==> config.mk <==
export PLATFORM = sky130hd
export DESIGN_NAME = pipe_hazard_ctrl
export DESIGN_NICKNAME = d
export VERILOG_FILES = /design/src/rtl/pipe_hazard_ctrl.sv
export SDC_FILE = /design/constraint.sdc
export NUM_CORES = 1
export LEC_CHECK = 0
export CAP_MARGIN = 15
export CORE_MARGIN = 4
export CORE_UTILIZATION = 40
export CTS_CLUSTER_DIAMETER = 80
export DETAILED_ROUTE_END_ITERATION = 16
export PLACE_DENSITY = 0.77
export RECOVER_POWER = 25
export REMOVE_ABC_BUFFERS = 1
export SLEW_MARGIN = 15
export SYNTH_ARGS = -nofsm -noshare
export SYNTH_HDL_FRONTEND = slang
export SYNTH_SLANG_ARGS = --single-unit
==> constraint.sdc <==
create_clock -name clk -period 4 [get_ports clk]
set_input_delay 0.4 -clock clk [delete_from_list [all_inputs] [get_ports clk]]
set_output_delay 0.4 -clock clk [all_outputs]
set_load 0.02 [all_outputs]
==> src/rtl/pipe_hazard_ctrl.sv <==
// Pipeline sequencer for the 5-stage core: load-use bubbles, redirect squash,
// memory-wait freeze with timeout, debug halt drain and stall/flush counters.
module pipe_hazard_ctrl #(
    parameter int MEM_TIMEOUT  = 64,
    parameter int DRAIN_CYCLES = 4,
    parameter int CW           = 32
) (
    input  logic          clk,
    input  logic          rst,
    input  logic [4:0]    id_rs1,
    input  logic [4:0]    id_rs2,
    input  logic          id_use_rs1,
    input  logic          id_use_rs2,
    input  logic          ex_mr,
    input  logic [4:0]    ex_rd,
    input  logic          ex_redirect,
    input  logic          mem_req,
    input  logic          mem_ack,
    input  logic          halt_req,
    input  logic          cnt_clr,
    output logic          pc_en,
    output logic          ifid_en,
    output logic          idex_en,
    output logic          exmem_en,
    output logic          pc_redirect,
    output logic          ifid_flush,
    output logic          idex_flush,
    output logic          memwb_flush,
    output logic          halt_ack,
    output logic          mem_err,
    output logic [1:0]    state,
    output logic [CW-1:0] stall_cnt,
    output logic [CW-1:0] flush_cnt
);

    typedef enum logic [1:0] {
        RUN      = 2'd0,
        MEM_WAIT = 2'd1,
        DRAIN    = 2'd2,
        HALTED   = 2'd3
    } state_t;

    localparam int WW = $clog2(MEM_TIMEOUT + 1);
    localparam int DW = $clog2(DRAIN_CYCLES + 1);
    localparam logic [WW-1:0] WAIT_MAX  = WW'(MEM_TIMEOUT);
    localparam logic [DW-1:0] DRAIN_MAX = DW'(DRAIN_CYCLES);

    function automatic logic src_hit(input logic use_f, input logic [4:0] rs,
                                     input logic [4:0] rd);
        return use_f && (rs == rd);
    endfunction

    state_t        st_q, st_d;
    logic [WW-1:0] wait_q, wait_d;
    logic [DW-1:0] drain_q, drain_d;
    logic          ld_use, mwait;
    logic          pc_en_c, ifid_en_c, idex_en_c, exmem_en_c;
    logic          redir_c, ifid_fl_c, idex_fl_c, memwb_fl_c, err_c;

    assign ld_use = ex_mr && (ex_rd != 5'd0) &&
                    (src_hit(id_use_rs1, id_rs1, ex_rd) || src_hit(id_use_rs2, id_rs2, ex_rd));
    assign mwait  = mem_req && !mem_ack;

    always_comb begin
        pc_en_c    = 1'b1;
        ifid_en_c  = 1'b1;
        idex_en_c  = 1'b1;
        exmem_en_c = 1'b1;
        redir_c    = 1'b0;
        ifid_fl_c  = 1'b0;
        idex_fl_c  = 1'b0;
        memwb_fl_c = 1'b0;
        err_c      = 1'b0;
        st_d       = st_q;
        wait_d     = wait_q;
        drain_d    = drain_q;
        case (st_q)
            RUN: begin
                if (mwait) begin
                    {pc_en_c, ifid_en_c, idex_en_c, exmem_en_c} = 4'b0000;
                    memwb_fl_c = 1'b1;
                    st_d       = MEM_WAIT;
                    wait_d     = WW'(1);
                end else if (ex_redirect) begin
                    redir_c   = 1'b1;
                    ifid_fl_c = 1'b1;
                    idex_fl_c = 1'b1;
                end else if (ld_use) begin
                    pc_en_c   = 1'b0;
                    ifid_en_c = 1'b0;
                    idex_fl_c = 1'b1;
                end else if (halt_req) begin
                    pc_en_c   = 1'b0;
                    ifid_fl_c = 1'b1;
                    st_d      = DRAIN;
                    drain_d   = DW'(1);
                end
            end
            MEM_WAIT: begin
                if (!mem_ack) begin
                    if (wait_q < WAIT_MAX) begin
                        {pc_en_c, ifid_en_c, idex_en_c, exmem_en_c} = 4'b0000;
                        memwb_fl_c = 1'b1;
                        wait_d     = wait_q + 1'b1;
                    end else begin
                        // Timed-out op is squashed at MEM/WB so it never writes back.
                        err_c      = 1'b1;
                        memwb_fl_c = 1'b1;
                        st_d       = RUN;
                        wait_d     = '0;
                    end
                end else begin
                    st_d   = RUN;
                    wait_d = '0;
                    if (ex_redirect) begin
                        redir_c   = 1'b1;
                        ifid_fl_c = 1'b1;
                        idex_fl_c = 1'b1;
                    end else if (ld_use) begin
                        pc_en_c   = 1'b0;
                        ifid_en_c = 1'b0;
                        idex_fl_c = 1'b1;
                    end
                end
            end
            DRAIN: begin
                pc_en_c   = 1'b0;
                ifid_fl_c = 1'b1;
                if (mwait) begin
                    {pc_en_c, ifid_en_c, idex_en_c, exmem_en_c} = 4'b0000;
                    ifid_fl_c  = 1'b0;
                    memwb_fl_c = 1'b1;
                end else if (ex_redirect) begin
                    pc_en_c   = 1'b1;
                    redir_c   = 1'b1;
                    idex_fl_c = 1'b1;
                    drain_d   = drain_q + 1'b1;
                    if (drain_q == DRAIN_MAX) begin
                        st_d    = HALTED;
                        drain_d = '0;
                    end
                end else if (ld_use) begin
                    ifid_en_c = 1'b0;
                    idex_fl_c = 1'b1;
                end else begin
                    drain_d = drain_q + 1'b1;
                    if (drain_q == DRAIN_MAX) begin
                        st_d    = HALTED;
                        drain_d = '0;
                    end
                end
            end
            HALTED: begin
                {pc_en_c, ifid_en_c, idex_en_c, exmem_en_c} = 4'b0000;
                if (!halt_req) st_d = RUN;
            end
            default: st_d = RUN;
        endcase
    end

    // While reset is held the pipe is frozen with bubbles loaded.
    assign pc_en       = rst && pc_en_c;
    assign ifid_en     = rst && ifid_en_c;
    assign idex_en     = rst && idex_en_c;
    assign exmem_en    = rst && exmem_en_c;
    assign pc_redirect = rst && redir_c;
    assign ifid_flush  = !rst || ifid_fl_c;
    assign idex_flush  = !rst || idex_fl_c;
    assign memwb_flush = !rst || memwb_fl_c;
    assign halt_ack    = rst && (st_q == HALTED);
    assign mem_err     = rst && err_c;
    assign state       = st_q;

    always_ff @(posedge clk) begin
        if (!rst) begin
            st_q      <= RUN;
            wait_q    <= '0;
            drain_q   <= '0;
            stall_cnt <= '0;
            flush_cnt <= '0;
        end else begin
            st_q    <= st_d;
            wait_q  <= wait_d;
            drain_q <= drain_d;
            if (cnt_clr) begin
                stall_cnt <= '0;
                flush_cnt <= '0;
            end else begin
                if (!pc_en_c && (st_q != HALTED)) stall_cnt <= stall_cnt + 1'b1;
                if (redir_c) flush_cnt <= flush_cnt + 1'b1;
            end
        end
    end

endmodule

==> qor.csv <==
stage,metric,value,unit
run_status,status,"complete, no violations",
power,leak pwr,1.80,nW
routing,via count,4064,
setup_path,WS Path Type,in2out,
timing,RSZ-0062 raised after global routing,no,
timing,Final Max Slew Viols,0,
floorplan,Die Area,11800,um2
global_route,initial antenna violation count,0,
setup_path,data arrival time of the worst path,3010,ps
cts,"Clk pin slew, worst setup/hold paths",60,ps
routing,Avg WL per Cell,15.3,um
floorplan,IO Pins,101,
logic_synthesis,Async SR Flop Fraction,0,%
routing,First DRT Iteration DRCs,175,
finish,Antenna diodes,0,
cts,Hold Buf Count CTS,0,
cts,CTS buffer count,9,
floorplan,Initial Util,41.4,%
logic_synthesis,Ys Warns,0,
global_route,GR Overflow Total,0,
setup_path,worst r2r src,state[1],
job,max-cap violation count,0,
floorplan,Die Y,109,um
placed_design,GPL Wtd Cong,0.822,
cts,CTS Buffer Depth,2,
timing,final hold vios,0,
global_route,vias in the first global route,3844,
placed_design,hpwl dp,8110,um
routing,drt via density,5.60,
cts,htree depth,3,
finish,layout cells sized above 1,4.89,%
global_route,pin count of the biggest net entering global routing,57,
setup_path,FF-to-FF path depth,6,
logic_synthesis,Cells after Synth,502,
power,Pwr Total,1.75,mW
timing,Worst slew margin,50.5,%
logic_synthesis,register bit total from synthesis,76,
timing,Peak Freq,0.294,GHz
timing,Tcrit/Tclk final,85.1,%
routing,First-pass DRT Iterations,4,
cts,clk sink count,76,
floorplan,row cnt,36,
logic_synthesis,register area share after synthesis,37.4,%
finish,Post-layout nets,619,
setup_path,Worst R2R End,stall_cnt[23],
setup_path,CP required,3600,ps
cts,post-cts gate resize count,0,
global_route,first-pass GRT wire length,18300,um
power,Max IR drop VDD,0.189,mV
finish,"Cell Count, Final, Fillers Out",726,
routing,Remaining DRCs,0,
min_path,Hold/Removal Path Class,reg2reg,
timing,Sum Neg Setup Slack,0,ps
setup_path,worst setup path start,ex_rd[1],
placed_design,dpl cells,711,
timing,final setup fails,0,
logic_synthesis,"EDFF count, synth",0,
setup_path,worst setup path end,pc_en,
routing,drt total wl,11100,um
logic_synthesis,Main synth FF type,dfxtp_1,
finish,end-of-flow core utilization,54.1,%
routing,Routed Antenna Nets,0,
logic_synthesis,share of the synthesized area in the top cell type,37.4,%
timing,Slew @ Worst Pin,735,ps
logic_synthesis,Post-Synthesis Cell Area,4070,um2
cts,worst-skew pair later-pin latency,350,ps
logic_synthesis,cell accounting for the most synthesized area,dfxtp_1,
setup_path,R2R Setup Slk,1620,ps
floorplan,chip width,109,um
cts,TritonCTS clock tree,done,
logic_synthesis,Post-synth top cells,"76 x dfxtp_1, 52 x nor2_1, 41 x a21oi_1",
power,pwr/cell area,329,nW/um2
floorplan,core area,9820,um2
placed_design,Port Buffers,100,
logic_synthesis,"top cells by area, synth","dfxtp_1 37%, xnor2_1 5.6%, a21oi_1 5.0%",
setup_path,Critical Path End Type,primary output,
setup_path,crit path launch type,input port,
cts,CTS root buf,clkbuf_8,
timing,Worst Clk Skew,14.6,ps
global_route,Global Route Usage Sum,18.9,%
finish,Synth-to-Final Area Change,30.7,%
cts,post-CTS setup buffers,0,
logic_synthesis,mean post-synth cell area,8.10,um2
logic_synthesis,most common cell in the netlist,dfxtp_1,
timing,final critical path time including I/O delays and setup,3410,ps
setup_path,crit path max fanout,7,
logic_synthesis,Unique masters post-synth,52,
## critical path, stage by stage
cell	delay, ps
clkdlybuf4s50_1	480
or4_1	560
o21ai_1	210
nor2_1	120
a21oi_1	440
a21oi_1	70
nor2_1	100
clkdlybuf4s50_1	630
## placed cells by master, fill, tap and decap left out, types with 10 or more instances in the layout
cell              n
o21ai_0          13
nand3_1          14
xnor2_1          26
nand4_1          23
or4_1            20
o31ai_1          20
or3_1            10
nor4_1           14
nor2_1           52
and3_1           13
clkdlybuf4s50_1  62
clkbuf_8         10
nand2_1          39
a21oi_1          41
xor2_1           13
dlygate4sd3_1    38
nor3_1           15
dfxtp_1          76
o21a_1           11
inv_1            20
## kinds of logic (layout without fill, tap and decap cells)
| group | count (synthesis) | in the layout | synth area share (%) |
|---|---|---|---|
| mux | 4 | 4 | 0.984 |
| compound gates | 110 | 110 | 17.6 |
| simple gates | 221 | 221 | 29.1 |
| xor+xnor | 39 | 39 | 8.40 |
| buf+inv | 47 | 138 | 4.98 |
| fa+ha+maj | 5 | 5 | 1.54 |
| flops | 76 | 76 | 37.4 |
## state kept, by name, summed over array words and instances (netlist names)
name,flops
flush_cnt,32
state,2
wait_q,7
drain_q,3
stall_cnt,32
## power breakdown
group / internal [mW] / total (mW) / switching, mW / leakage, nW
Combinational: 0.140 / 0.356 / 0.216 / 1.10
Clock: 0.302 / 0.572 / 0.270 / 0.0935
Sequential: 0.774 / 0.822 / 0.0485 / 0.613
## area by class of cell
class	count	area, um2
timing repair buffer	103	1020
inverter	20	75.1
fill	974	4500
tap	133	166
sequential	76	1520
clock inverter	2	35.0
clock buffer	13	149
multi-input combinational	379	2350
## metal layers
metal | track usage (%) | vias to the layer above | part of all wire, %
met1 | 23.7 | 1962 | 43
met4 | 7.48 | 0 | 1.2
li1 | - | 1997 | -
met2 | 32.4 | 94 | 50
met3 | 3.20 | 11 | 5.8
met5 | 0 | - | 0
## stage by stage
| stage | worst slack [ps] | hold slack [ps] | area (um2) |
|---|---|---|---|
| floorplan | 1310 | 462 | 3940 |
| global placement | 711 | 459 | 5130 |
| detailed placement | 616 | 469 | 5130 |
| CTS | 601 | 479 | 5320 |
| global route | 433 | 516 | 5320 |
| finish | 595 | 469 | 5320 |
## how the worst min path moves through the flow
stage                        from             to  slack, ps  cells past startpoint
global placement    flush_cnt[31]  flush_cnt[31]        460                      2
finish              flush_cnt[31]  flush_cnt[31]        470                      2
detailed placement  flush_cnt[31]  flush_cnt[31]        470                      2
floorplan               wait_q[5]      wait_q[6]        460                      2
global route        stall_cnt[31]  stall_cnt[31]        520                      2
CTS                 flush_cnt[31]  flush_cnt[31]        480                      2
Note: power is estimated with default switching activity, not from simulation.
